--- src/rtl/mc_pkg.sv ---
// Shared definitions for the multi-cycle controller: opcodes, state
// encoding and the datapath select codes.
package mc_pkg;

   localparam logic [5:0] OP_R    = 6'd20;
   localparam logic [5:0] OP_ADDI = 6'd39;
   localparam logic [5:0] OP_SUBI = 6'd40;
   localparam logic [5:0] OP_SW   = 6'd41;
   localparam logic [5:0] OP_LW   = 6'd42;
   localparam logic [5:0] OP_BEQ  = 6'd25;
   localparam logic [5:0] OP_J    = 6'd26;

   typedef enum logic [3:0] {
      S_FETCH  = 4'd0,
      S_DECODE = 4'd1,
      S_MEMADR = 4'd2,
      S_MEMRD  = 4'd3,
      S_MEMWB  = 4'd4,
      S_MEMWR  = 4'd5,
      S_EXEC   = 4'd6,
      S_RWB    = 4'd7,
      S_IEXEC  = 4'd8,
      S_IWB    = 4'd9,
      S_BRANCH = 4'd10,
      S_JUMP   = 4'd11,
      S_TRAP   = 4'd12
   } state_t;

   localparam logic [2:0] ALUOP_ADD   = 3'd0;
   localparam logic [2:0] ALUOP_SUB   = 3'd1;
   localparam logic [2:0] ALUOP_FUNCT = 3'd2;

   localparam logic [1:0] SRCB_REG    = 2'b00;
   localparam logic [1:0] SRCB_FOUR   = 2'b01;
   localparam logic [1:0] SRCB_IMM    = 2'b10;
   localparam logic [1:0] SRCB_IMM_SH = 2'b11;

   localparam logic [1:0] PCSRC_ALU    = 2'b00;
   localparam logic [1:0] PCSRC_ALUOUT = 2'b01;
   localparam logic [1:0] PCSRC_JUMP   = 2'b10;

endpackage

--- src/rtl/mc_next_state.sv ---
// Next-state function of the multi-cycle sequencer.
//
//  state  | meaning
//  FETCH  | read instruction, PC+4; leave on mem_ready & en
//  DECODE | branch target into ALUOut, dispatch on Op
//  MEMADR | compute load/store address
//  MEMRD  | data read, wait for mem_ready
//  MEMWB  | load writeback (retire)
//  MEMWR  | data write, wait for mem_ready (retire on ready)
//  EXEC   | R-type ALU operation
//  RWB    | R-type writeback (retire)
//  IEXEC  | ADDI/SUBI ALU operation
//  IWB    | immediate writeback (retire)
//  BRANCH | BEQ compare and conditional PC write (retire)
//  JUMP   | unconditional PC write (retire)
//  TRAP   | illegal opcode, held until reset
module mc_next_state
   import mc_pkg::*;
(
   input  state_t      state,
   input  logic [5:0]  op,
   input  logic        mem_ready,
   input  logic        en,
   output state_t      state_d
);

   // next-state selection; unused encodings fall back to FETCH
   always_comb begin
      state_d = S_FETCH;
      case (state)
         S_FETCH:  state_d = (mem_ready && en) ? S_DECODE : S_FETCH;
         S_DECODE: begin
            case (op)
               OP_LW, OP_SW:     state_d = S_MEMADR;
               OP_R:             state_d = S_EXEC;
               OP_ADDI, OP_SUBI: state_d = S_IEXEC;
               OP_BEQ:           state_d = S_BRANCH;
               OP_J:             state_d = S_JUMP;
               default:          state_d = S_TRAP;
            endcase
         end
         S_MEMADR: state_d = (op == OP_LW) ? S_MEMRD : S_MEMWR;
         S_MEMRD:  state_d = mem_ready ? S_MEMWB : S_MEMRD;
         S_MEMWB:  state_d = S_FETCH;
         S_MEMWR:  state_d = mem_ready ? S_FETCH : S_MEMWR;
         S_EXEC:   state_d = S_RWB;
         S_RWB:    state_d = S_FETCH;
         S_IEXEC:  state_d = S_IWB;
         S_IWB:    state_d = S_FETCH;
         S_BRANCH: state_d = S_FETCH;
         S_JUMP:   state_d = S_FETCH;
         S_TRAP:   state_d = S_TRAP;
         default:  state_d = S_FETCH;
      endcase
   end

endmodule

--- src/rtl/multicycle_control.sv ---
// Multi-cycle datapath controller: state register, output decode and
// retired-instruction counter. Outputs are a decode of the registered
// state, with mem_ready/en qualifying the FETCH writes and MEMWR retire.
module multicycle_control
   import mc_pkg::*;
#(
   parameter int CNT_W = 16
) (
   input  logic             clk,
   input  logic             rst_n,
   input  logic             en,
   input  logic [5:0]       Op,
   input  logic             mem_ready,
   output logic             PCWrite,
   output logic             PCWriteCond,
   output logic             IorD,
   output logic             MemRead,
   output logic             MemWrite,
   output logic             IRWrite,
   output logic             MemtoReg,
   output logic             RegDst,
   output logic             RegWrite,
   output logic             ALUSrcA,
   output logic [1:0]       ALUSrcB,
   output logic [2:0]       ALUOp,
   output logic [1:0]       PCSource,
   output logic             retire,
   output logic             illegal,
   output logic [3:0]       state_o,
   output logic [CNT_W-1:0] instr_count
);

   state_t           state_q, state_d, state_dec;
   logic [CNT_W-1:0] instr_count_q, instr_count_d;

   mc_next_state u_next (
      .state     (state_q),
      .op        (Op),
      .mem_ready (mem_ready),
      .en        (en),
      .state_d   (state_d)
   );

   // counter advances on every retire pulse, wrapping naturally
   always_comb begin
      instr_count_d = instr_count_q + {{(CNT_W-1){1'b0}}, retire};
   end

   // state and counter registers with synchronous active-low reset
   always_ff @(posedge clk) begin
      if (!rst_n) begin
         state_q       <= S_FETCH;
         instr_count_q <= '0;
      end else begin
         state_q       <= state_d;
         instr_count_q <= instr_count_d;
      end
   end

   // while reset is held the outputs look like FETCH
   always_comb begin
      state_dec = rst_n ? state_q : S_FETCH;
   end

   // datapath control decode
   always_comb begin
      PCWrite     = 1'b0;
      PCWriteCond = 1'b0;
      IorD        = 1'b0;
      MemRead     = 1'b0;
      MemWrite    = 1'b0;
      IRWrite     = 1'b0;
      MemtoReg    = 1'b0;
      RegDst      = 1'b0;
      RegWrite    = 1'b0;
      ALUSrcA     = 1'b0;
      ALUSrcB     = SRCB_REG;
      ALUOp       = ALUOP_ADD;
      PCSource    = PCSRC_ALU;
      retire      = 1'b0;
      illegal     = 1'b0;
      case (state_dec)
         S_FETCH: begin
            MemRead = 1'b1;
            ALUSrcB = SRCB_FOUR;
            IRWrite = mem_ready & en;
            PCWrite = mem_ready & en;
         end
         S_DECODE: begin
            ALUSrcB = SRCB_IMM_SH;
         end
         S_MEMADR: begin
            ALUSrcA = 1'b1;
            ALUSrcB = SRCB_IMM;
         end
         S_MEMRD: begin
            MemRead = 1'b1;
            IorD    = 1'b1;
         end
         S_MEMWB: begin
            RegWrite = 1'b1;
            retire   = 1'b1;
         end
         S_MEMWR: begin
            MemWrite = 1'b1;
            IorD     = 1'b1;
            retire   = mem_ready;
         end
         S_EXEC: begin
            ALUSrcA = 1'b1;
            ALUSrcB = SRCB_REG;
            ALUOp   = ALUOP_FUNCT;
         end
         S_RWB: begin
            RegDst   = 1'b1;
            MemtoReg = 1'b1;
            RegWrite = 1'b1;
            retire   = 1'b1;
         end
         S_IEXEC: begin
            ALUSrcA = 1'b1;
            ALUSrcB = SRCB_IMM;
            ALUOp   = (Op == OP_SUBI) ? ALUOP_SUB : ALUOP_ADD;
         end
         S_IWB: begin
            MemtoReg = 1'b1;
            RegWrite = 1'b1;
            retire   = 1'b1;
         end
         S_BRANCH: begin
            ALUSrcA     = 1'b1;
            ALUSrcB     = SRCB_REG;
            ALUOp       = ALUOP_SUB;
            PCWriteCond = 1'b1;
            PCSource    = PCSRC_ALUOUT;
            retire      = 1'b1;
         end
         S_JUMP: begin
            PCWrite  = 1'b1;
            PCSource = PCSRC_JUMP;
            retire   = 1'b1;
         end
         S_TRAP: begin
            illegal = 1'b1;
         end
         default: ;
      endcase
   end

   assign state_o     = state_q;
   assign instr_count = instr_count_q;

endmodule

--- config.mk ---
export PLATFORM = sky130hd
export DESIGN_NAME = multicycle_control
export DESIGN_NICKNAME = d
export VERILOG_FILES = /design/src/rtl/mc_pkg.sv /design/src/rtl/mc_next_state.sv /design/src/rtl/multicycle_control.sv
export SDC_FILE = /design/constraint.sdc
export NUM_CORES = 1
export LEC_CHECK = 0
export BUFFER_PORTS_ARGS = -buffer_cell sky130_fd_sc_hd__buf_2
export CORE_AREA = 2 2 46 79
export DETAILED_ROUTE_END_ITERATION = 12
export DIE_AREA = 0 0 48 81
export PLACE_DENSITY = 0.69
export SETUP_SLACK_MARGIN = 0.02
export SYNTH_ARGS = -nofsm -noshare
export SYNTH_HDL_FRONTEND = slang
export SYNTH_SLANG_ARGS = --single-unit
--- constraint.sdc ---
create_clock -name clk -period 2.8 [get_ports clk]
set_input_delay 0.42 -clock clk [delete_from_list [all_inputs] [get_ports clk]]
set_output_delay 0.42 -clock clk [all_outputs]
set_load 0.02 [all_outputs]
==> Word-level counts from Yosys, hierarchy flattened <==
Cells that the tools add are included.
{ "totals": {"regBits": 20, "in_bits": 10, "out_inout_bits": 39} }
{ "classes": {"addsub": 1, "n_eq_ne": 26, "n_mux": 23, "n_bitwise": 1, "n_reduce_logical": 12} }
{ "ops": {"columns": ["op", "n"], "rows": [
  ["one-hot mux 4 bit (8 select lines)", 1],
  ["equality test 4 bit, second input constant", 7],
  ["equality test 4 x 3 -> 1 bit, second input constant", 6],
  ["equality test 6 bit, second input constant", 4],
  ["one-hot mux 4 bit (5 select lines)", 1],
  ["equality test 6 x 5 -> 1 bit, second input constant", 3],
  ["adder 16 x 1 -> 16 bit", 1],
  ["equality test 4 x 2 -> 1 bit, second input constant", 4],
  ["2-to-1 mux 1 bit", 12],
  ["one-hot mux 2 bit (3 select lines)", 2],
  ["OR reduction 2 bit", 6],
  ["2-to-1 mux 3 bit", 3],
  ["equality test 4 x 1 -> 1 bit, second input constant", 2],
  ["zero test 4 bit", 2],
  ["OR reduction 5 bit", 1],
  ["2-to-1 mux 4 bit", 1],
  ["one-hot mux 1 bit (2 select lines)", 2],
  ["one-hot mux 2 bit (2 select lines)", 1],
  ["OR reduction 4 bit", 1],
  ["OR reduction 3 bit", 1],
  ["bitwise AND 1 bit", 1],
  ["logical AND 1 bit", 1]
]} }

==> Longest topological paths before layout <==
Gate-level depths: netlist (run 1).
{ "logic_depth": {"ltp_word": 5, "mapped_depth": 11, "depth_no_buf": 9} }

==> Hierarchy <==
A second synthesis (run 1) with hierarchy kept.
{ "unflattened": {"hier_cells": 192, "area_unflattened_um2": 1510.2} }
{ "by_module_without_submodules": {"columns": ["module", "n_inst", "cells_per_inst", "area_each_um2", "seq_area_each_um2"], "rows": [
  ["multicycle_control", 1, 144, 1214.9, 400.4],
  ["mc_next_state", 1, 48, 295.3, 0.0]
]} }

==> Worst setup path after synthesis (run 1) <==
Ideal clock, no wire load.
{ "synth_timing": {"kind": "reg2reg", "from": "register state_q[2] (netlist: state_o[2])", "to": "register instr_count_q[14] (netlist: instr_count[14])", "setup_time_ps": 128, "arrival_ps": 2835, "t_required_ps": 2672, "path_slack_ps": -163, "path_stages_with_launch": 11, "path_buffers": 2, "synth_period_minus_slack_ps": 2963, "cell_sequence": "dfxtp_1 > clkbuf_1 > buf_2 > o21ai_0 > a211oi_1 > ha_1 > ha_1 > nand3_1 > nor4_1 > xnor2_1 > nor2_1"} }
{ "synth_via": {"elab_chain_cells": 5} }
{ "synth_lines": {"columns": ["item", "line_no", "text"], "rows": [
  ["start, declared", "multicycle_control.sv:33", "state_t state_q, state_d, state_dec;"],
  ["start signal, assigned", "multicycle_control.sv:55", "state_q <= state_d;"],
  ["2-to-1 mux 4 bit *", "multicycle_control.sv:62", "state_dec = rst_n ? state_q : S_FETCH;"],
  ["equality test 4 bit / equality test 4 x 3 -> 1 bit (equally long branches)", "multicycle_control.sv:82", "case (state_dec)"],
  ["OR reduction 5 bit (no source line)", null, null],
  ["one-hot mux 1 bit (2 select lines) *", "multicycle_control.sv:82", null],
  ["named net retire", "multicycle_control.sv:27", "output logic retire,"],
  ["adder 16 x 1 -> 16 bit *", "multicycle_control.sv:46", "instr_count_d = instr_count_q + {{(CNT_W-1){1'b0}}, retire};"],
  ["end signal, assigned", "multicycle_control.sv:56", "instr_count_q <= instr_count_d;"],
  ["end, declared", "multicycle_control.sv:34", "logic [CNT_W-1:0] instr_count_q, instr_count_d;"]
]} }
The timed path passes the listed nets; every way through them passes the cells marked *.
A chain may end at the register's enable or synchronous reset.

==> Worst setup path after layout (run 1) <==
{ "layout_timing": {"from": "register state_q[1] (netlist: state_o[1])", "to": "register instr_count_q[14] (netlist: instr_count[14])"} }
{ "layout_via": {"elab_chain_cells": 5} }
{ "layout_lines": {"columns": ["item", "line_no"], "rows": [
  ["2-to-1 mux 4 bit *", "multicycle_control.sv:62"],
  ["equality test 4 bit / equality test 4 x 3 -> 1 bit (equally long branches)", "multicycle_control.sv:82"],
  ["OR reduction 5 bit (no source line)", null],
  ["one-hot mux 1 bit (2 select lines) *", "multicycle_control.sv:82"],
  ["adder 16 x 1 -> 16 bit *", "multicycle_control.sv:46"]
]} }
Mark *: on every way between the ends. The rest lies on a longest branch, timed or not.

==> results.txt, run 1 <==
Outcome: completed
Cell mode on critical path: ha_1
Comb power frac: 24.0%
Highest clock rate: 398.3 MHz
Root buffer cell: clkbuf_8
EDFF count, synth: 0
H-tree depth: 1
Clock sink total: 20
Final period util: 89.66%
CP cell instances: nand2b_1 > o21ai_0 > a211oi_2 > ha_1 > ha_1 > nand3_1 > nor4_2 > xnor2_1 > nor2_1
Crit. End Element: register
Critical path arrival: 2.66 ns
Worst setup path class: register to register
Final min period: 2.511 ns
DR vias/cell: 5.322
Max Cap Violations: 0
DR vias: 1421
Worst setup SP type: register
Final setup skew: 0.002279 ns
Pint: 443.1 uW
Non-Filler Instances: 267
Global-route wire length before repair: 5306 um
Core Region: 3328 sq um
Antenna Nets Post-Route: 0
Commonest non-fill, non-tap cell in the layout: buf_2
Die area: 3888 sq um
Die H: 81 um
Final hold violation count: 0
Final wirelength: 3526 um
HP Class: register to register
IO Port Bufs: 47
Slew Limit Fails: 0
Clk_lat worst skew: 0.25 ns
Setup TNS: 0 ns
Mean area per synthesized cell: 7.549 sq um
Ys async rst share: 0%
NetSw: 199.7 uW
Largest net degree at the start of global routing: 17
CP peak stage delay: 0.51 ns
Leak pwr: 0.7151 nW
Pwr dens: 384.5 nW/um^2
Final Cell Area: 1672 sq um
Most frequent cells in the layout: buf_2 (47), nor2_1 (28), dfxtp_1 (20)
Die Wd: 48 um
Placed inst area: 1618 sq um
Layout cell share with drive strength beyond 1: 28.38%
Worst path slowest cell: dfxtp_1
Synthesis Warnings: 0
Top fanout value on the critical path: 11
RSZ-0062 raised after global routing: false
DP Cell Count: 264
GRT Total Usage: 18.88%
Final setup viols: 0
Flop pwr share: 47.2%
Initial Util: 40.38%
Top Ports: 49
Req. time, crit path: 2.95 ns
CTS clk-pin slew, worst paths: 0.07 ns
DRC errors left: 0
CTS tree: built
Cell family with most CP delay: simple AND/OR/NAND/NOR gates
Vias in the first global route: 1278
Hpwl dp: 2851 um
Post-CTS setup buffers: 0
Avg WL per Cell: 13.21 um
Antenna fix cells: 0
Switching part of the total: 31.06%
Seq/Total Area, Yosys: 29.80%
Post-layout net count: 236
Yosys reg bits: 20
Clock Power Share: 28.8%
Total Power: 642.8 uW
Area growth, synth to finish: 24.39%
Site Rows: 28
Syn_nets: 190
Clock buffer depth: 2
Post-Syn Instances: 178
IR drop worst, VDD: 0.1723 mV
Netlist cell types: 49
CP bufs+invs: 0
CTS Buf Count: 3
Dominant synthesized flop cell: dfxtp_1
Congestion Overflow GR: 0
Mapped Area: 1344 sq um
Initial antenna violation count: 0
Drt initial violations: 14
Pre-antenna DRT Iters: 4
GPL Wtd Cong: 0.8759
## power groups by stage
stage | Clock [mW] | Combinational, mW | Sequential (mW)
after floorplan | 0 | 0.101 | 0.311
after global placement | 0 | 0.153 | 0.310
after detailed placement | 0 | 0.154 | 0.310
after CTS | 0.193 | 0.155 | 0.303
after global routing | 0.202 | 0.170 | 0.305
final | 0.185 | 0.154 | 0.304
## cell usage after synthesis (2+ instances only)
library cell	instances	area share [%]
buf_4	2	1.1
nor3_1	7	2.6
nand3b_1	4	2.2
nor2b_1	3	1.4
nor4_1	6	2.8
o21ai_1	2	0.74
nor2_1	28	7.8
o31ai_1	2	1.1
inv_1	7	2.0
nand2_1	11	3.1
buf_2	3	1.1
a21oi_1	7	2.6
and2_1	2	0.93
a211oi_1	2	1.1
ha_1	2	1.9
o21ai_0	5	1.9
clkbuf_1	5	1.4
nand2b_1	7	3.3
or3_1	3	1.4
dfxtp_1	20	30
nand4_1	3	1.4
nand3_1	6	2.2
or3b_1	2	1.3
xor2_1	3	2.0
xnor2_1	12	7.8
## final cells by class
class                           instances  area (sq um)
Fill cell                             360          1657
Tap cell                               45         56.30
Inverter                                8         30.03
Sequential cell                        20         400.4
Clock buffer                            3         41.29
Multi-Input combinational cell        139         870.8
Timing Repair Buffer                   52         272.8
## kinds of logic after synthesis
family | share of synthesized area [%]
DFF | 29.79
buffers and inverters | 6.703
other | 0.2791
adders and majority gates | 1.862
and+or+nand+nor | 35.76
AOI/OAI and AO/OA | 15.83
xor gates and xnor gates | 9.777
## layer usage
metal	track usage, %	wire, um	up-vias
li1	-	-	714
met1	17.21	1291	659
met2	37.07	2029	42
met3	1.333	120	6
met4	9.730	85	0
met5	0	0	-
## stage by stage
step	setup slack, ns	hold slack, ns	util, %
3_3_place_gp	0.4039	0.4950	48.61
2_1_floorplan	0.07026	0.5804	-
6_report	0.2895	0.5100	50.23
3_5_place_dp	0.2819	0.5019	48.61
4_1_cts	0.2549	0.5117	49.85
5_1_grt	0.02455	0.5230	50.23
## path summary, 6_finish.rpt
path	startpoint	endpoint	slack, ns	cells after the start
worst max register to register	state_o[1]	instr_count[14]	0.29	9
worst min register to register	instr_count[6]	instr_count[6]	0.51	2
worst max-delay path	state_o[1]	instr_count[14]	0.29	9
worst min-delay path	instr_count[6]	instr_count[6]	0.51	2
## flip-flops by register name, summed over array words and instances, names as in the netlist
name and count:
state_o 4, instr_count 16
## what timing repair did
action                     4_1_cts  5_1_grt
resized for setup                0        2
hold buffers                     0        0
setup endpoints to repair        0        2
## worst register-to-register path: cells and delay by family (launching register included)
family,cells,cell delay (ns)
compound gates,2,0.41
xor+xnor,1,0.16
fa+ha+maj,2,0.41
flops,1,0.51
simple gates,4,0.92
Note: power is estimated with default switching activity, not from simulation.
==> inputs of run 2 (changes only) <==
==> constraint.sdc (replaced) <==
create_clock -name clk -period 2.8 [get_ports clk]
set_input_delay 0.42 -clock clk [delete_from_list [all_inputs] [get_ports clk]]
set_output_delay 0.42 -clock clk [all_outputs]
set_load 0.1 [all_outputs]
==> run 2 against run 1 <==
Effect of this change:
- non-clock buffer count decreased by 4
- critical path type is now register to output pin
- register-to-register slack better by 0.28 ns
- sequential power up 3%
- largest cell class unchanged
==> results.txt, run 2 (synthesis gave the netlist of run 1 again) <==
Commonest non-fill, non-tap cell in the layout: buf_2
Congestion Overflow GR: 0
Req. time, crit path: 2.38 ns
IO Port Bufs: 47
Initial Util: 40.38%
Clk_lat worst skew: 0.26 ns
DRC errors left: 0
Final min period: 2.274 ns
Post-CTS setup buffers: 0
Clock buffer depth: 2
CTS Buf Count: 3
Hold Startpoint: rst_n
# resized after CTS: 0
H-tree depth: 1
Max Cap Violations: 0
Area growth, synth to finish: 32.40%
Leak pwr: 0.7238 nW
DR vias: 1397
Top fanout value on the critical path: 16
Most frequent cells in the layout: buf_2 (47), nor2_1 (28), dfxtp_1 (16)
CP startpoint: state_o[3]
Global-route wire length before repair: 5085 um
Pre-antenna DRT Iters: 4
Setup TNS: 0 ns
Top Ports: 49
Worst setup path class: register to output pin
Pre-CTS setup slack: 0.5341 ns
Post-layout net count: 232
Reg-to-Reg Start: state_o[1]
# hold bufs at CTS: 0
Root buffer cell: clkbuf_8
Core Region: 3328 sq um
Slew Limit Fails: 0
Final setup viols: 0
Largest net degree at the start of global routing: 20
Outcome: completed
Die H: 81 um
CTS clk-pin slew, worst paths: 0.08 ns
DR vias/cell: 5.292
Initial antenna violation count: 0
Worst hold slack: 0.5232 ns
Final period util: 81.21%
Hpwl dp: 2669 um
Worst setup SP type: register
GRT Total Usage: 17.53%
Clock sink total: 20
Die Wd: 48 um
IR drop worst, VDD: 0.2420 mV
Avg WL per Cell: 12.83 um
Pwr dens: 484.6 nW/um^2
Final setup skew: 0.01072 ns
Antenna fix cells: 0
HP Class: input pin to register
Antenna Nets Post-Route: 0
Final hold violation count: 0
Crit. End Element: output pin
RSZ-0062 raised after global routing: false
Largest register FFs: 16
Drt initial violations: 24
Critical path arrival: 1.85 ns
CTS tree: built
Die area: 3888 sq um
GPL Wtd Cong: 0.8119
Final wirelength: 3386 um
Layout cell share with drive strength beyond 1: 34.25%
Worst Slack Setup Final: 0.5262 ns
Fillers: 326
Vias in the first global route: 1233
Highest clock rate: 439.8 MHz
Site Rows: 28
run 2: cell types whose count changed in the layout (fill, tap and decap cells not counted), sizes merged:
cell,before,now
bufinv,0,1
buf,52,48
run 2: where the power goes:
part           switching (mW)  internal [mW]
logic                   0.205         0.0543
registers              0.0233          0.291
clock network          0.0981          0.191
run 2: layout make-up:
class | instances | area, sq um | area share [%]
multi-input cells | 139 | 965.9 | 54.29
inverters | 8 | 30.03 | 1.688
clock inverters | 1 | 30.03 | 1.688
clock buffers | 3 | 41.29 | 2.321
repair buffers | 48 | 242.7 | 13.64
well taps | 45 | 56.30 | 3.165
flip-flops and latches | 20 | 412.9 | 23.21
run 2: critical path, cell delays in order, from the launching register on:
cell	delay [ns]
dfxtp_4	0.41
nand2b_1	0.15
a21oi_1	0.41
o21a_1	0.20
buf_2	0.42
run 2: path summary, 6_finish.rpt:
| check | to | slack [ns] | depth (start not counted) |
|---|---|---|---|
| max | ALUSrcB[1] | 0.53 | 4 |
| min reg2reg | instr_count[6] | 0.53 | 2 |
| min | instr_count[0] | 0.52 | 2 |
| max reg2reg | instr_count[15] | 0.57 | 8 |
run 2: stage by stage:
stage / utilization, % / power, mW / area, sq um / cells
after global placement: 51.32 / 0.5789 / 1708 / 260
final: 53.46 / 0.8622 / 1779 / 264
after CTS: 53.46 / 0.8668 / 1779 / 264
after detailed placement: 51.32 / 0.5803 / 1708 / 260
after floorplan: - / 0.5394 / 1485 / 178
after global routing: 53.46 / 0.8899 / 1779 / 264
run 2: routing by layer:
layer / vias up / wire (um) / GRT usage (%)
met5: - / 0 / 0
met4: 0 / 82 / 7.838
met3: 7 / 112 / 1.778
met2: 37 / 1876 / 33.47
met1: 651 / 1315 / 17.23
li1: 702 / - / -
==> inputs of run 3 (changes only) <==
==> constraint.sdc (replaced) <==
create_clock -name clk -period 2.1 [get_ports clk]
set_input_delay 0.315 -clock clk [delete_from_list [all_inputs] [get_ports clk]]
set_output_delay 0.315 -clock clk [all_outputs]
set_load 0.1 [all_outputs]
==> run 3 against run 2 <==
Effect of this change:
- clock skew is 0.0085 ns lower
- global-route usage is 3.8 points higher
- sequential power is 31% higher
- non-clock buffer count is 10 higher
- worst setup slack worse by 0.45 ns
- core utilization is 12 points higher
- combinational power is 66% higher
- wire length is 11% higher
- sequential share of layout area is 4.1 points lower
==> results.txt, run 3 (synthesis gave the netlist of run 1 again) <==
Root buffer cell: clkbuf_8
Area occupied by multi-input gates: 1075 sq um
H-tree depth: 1
Worst setup path class: register to output pin
Crit. End Element: output pin
GPL Wtd Cong: 0.9408
DP Cell Count: 268
HP Class: input pin to register
Pre-CTS setup slack: 0.1102 ns
CTS Buf Count: 3
DR top layer: met4
Antenna Nets Post-Route: 0
Max Cap Violations: 0
Flop pwr share: 33.4%
Pwr dens: 565.5 nW/um^2
Final period util: 96.32%
Slew Limit Fails: 0
# hold bufs at CTS: 0
Top Ports: 49
CP startpoint: state_o[3]
Worst Slack Setup Final: 0.07722 ns
Reg-to-Reg Start: state_o[1]
IR drop worst, VDD: 0.4027 mV
Clock Power Share: 31.8%
Antenna fix cells: 0
Setup TNS: 0 ns
Routed wl met2: 2188 um
Hpwl dp: 2941 um
Largest net degree at the start of global routing: 17
DRC errors left: 0
Final hold violation count: 0
Clk_lat worst skew: 0.27 ns
Req. time, crit path: 1.78 ns
DR vias/cell: 5.299
Commonest non-fill, non-tap cell in the layout: buf_2
Most frequent cells in the layout: buf_2 (33), nor2_1 (23), dfxtp_1 (16)
Final setup skew: 0.002234 ns
Comb power frac: 34.8%
Hold Startpoint: Op[0]
Worst Reg-to-Reg Cells: 9
Layout cell share with drive strength beyond 1: 42.79%
Post-layout net count: 242
Global-route wire length before repair: 6037 um
Congestion Overflow GR: 0
Largest register FFs: 16
CTS tree: built
Worst setup SP type: register
Fillers: 287
Critical path arrival: 1.71 ns
Highest clock rate: 494.4 MHz
Worst Setup EP: PCWrite
Die H: 81 um
Initial antenna violation count: 0
Switching part of the total: 37.91%
IO Port Bufs: 47
Final wirelength: 3756 um
M1 WL: 1339 um
Final min period: 2.023 ns
Non-Filler Instances: 274
Die area: 3888 sq um
Leak pwr: 0.8180 nW
Pint: 765.2 uW
Site Rows: 28
Routed wl met3: 142 um
Initial Util: 40.38%
CTS clk-pin slew, worst paths: 0.07 ns
Area growth, synth to finish: 62.20%
Register-to-register setup slack: 0.12 ns
Drt initial violations: 23
GRT Total Usage: 21.33%
Final setup viols: 0
Vias in the first global route: 1361
Avg WL per Cell: 13.71 um
DR vias: 1452
Clock sink total: 20
NetSw: 467.3 uW
Outcome: completed
Top fanout value on the critical path: 9
Final core occ: 65.49%
FF/Latch Area: 415.4 sq um
Pre-antenna DRT Iters: 4
Core Region: 3328 sq um
Clock buffer depth: 2
R2r endpoint: instr_count[12]
RSZ-0062 raised after global routing: false
Die Wd: 48 um
[run 3: changes by cell type in the layout (fill, tap and decap cells not counted), sizes merged]
cell,previous run,this run
buf,48,58
[run 3: area by class of cell]
class	count	share of cell area, %
Tap cell	45	2.583
Sequential cell	20	19.06
Clock buffer	3	1.894
Timing Repair Buffer	58	24.40
Clock inverter	1	1.378
Inverter	8	1.378
Multi-Input combinational cell	139	49.31
[run 3: worst min-delay path by stage]
stage | end | slack, ns | cells past startpoint
after floorplan | state_o[1] | 0.55 | 3
after global placement | state_o[3] | 0.49 | 1
after detailed placement | instr_count[15] | 0.50 | 2
after CTS | instr_count[1] | 0.46 | 3
after global routing | state_o[3] | 0.47 | 3
final | state_o[3] | 0.46 | 3
[run 3: power by group through the flow]
stage	Combinational (mW)	Clock [mW]	Sequential, mW
after global placement	0.417	0	0.418
after global routing	0.450	0.416	0.414
after CTS	0.421	0.400	0.410
final	0.429	0.392	0.411
after detailed placement	0.418	0	0.418
after floorplan	0.265	0	0.467
[run 3: metrics by stage]
step / total power [mW] / area, sq um / hold slack (ns)
final: 1.232 / 2180 / 0.4571
after global routing: 1.281 / 2180 / 0.4750
after detailed placement: 0.8363 / 2058 / 0.5030
after global placement: 0.8346 / 2058 / 0.4919
after floorplan: 0.7319 / 1567 / 0.5452
after CTS: 1.230 / 2136 / 0.4569
[run 3: critical path: stages, from the launching register on]
cell and delay, ns:
dfxtp_4 0.38, buf_4 0.18, nor2_2 0.19, nand2_1 0.15
a21oi_4 0.21, or2_2 0.16, buf_12 0.17
[run 3: timing repair]
| item | 4_1_cts | 5_1_grt |
|---|---|---|
| gates resized for setup | 2 | 6 |
| setup buffers | 0 | 2 |
| setup endpoints to repair | 2 | 5 |
| cloned | 0 | 0 |
| pin swaps | 0 | 1 |
[run 3: metal layers]
metal | vias to the layer above | GRT usage, %
met3 | 7 | 2.667
li1 | 725 | -
met2 | 42 | 39.33
met4 | 0 | 9.459
met1 | 678 | 22.10
met5 | - | 0
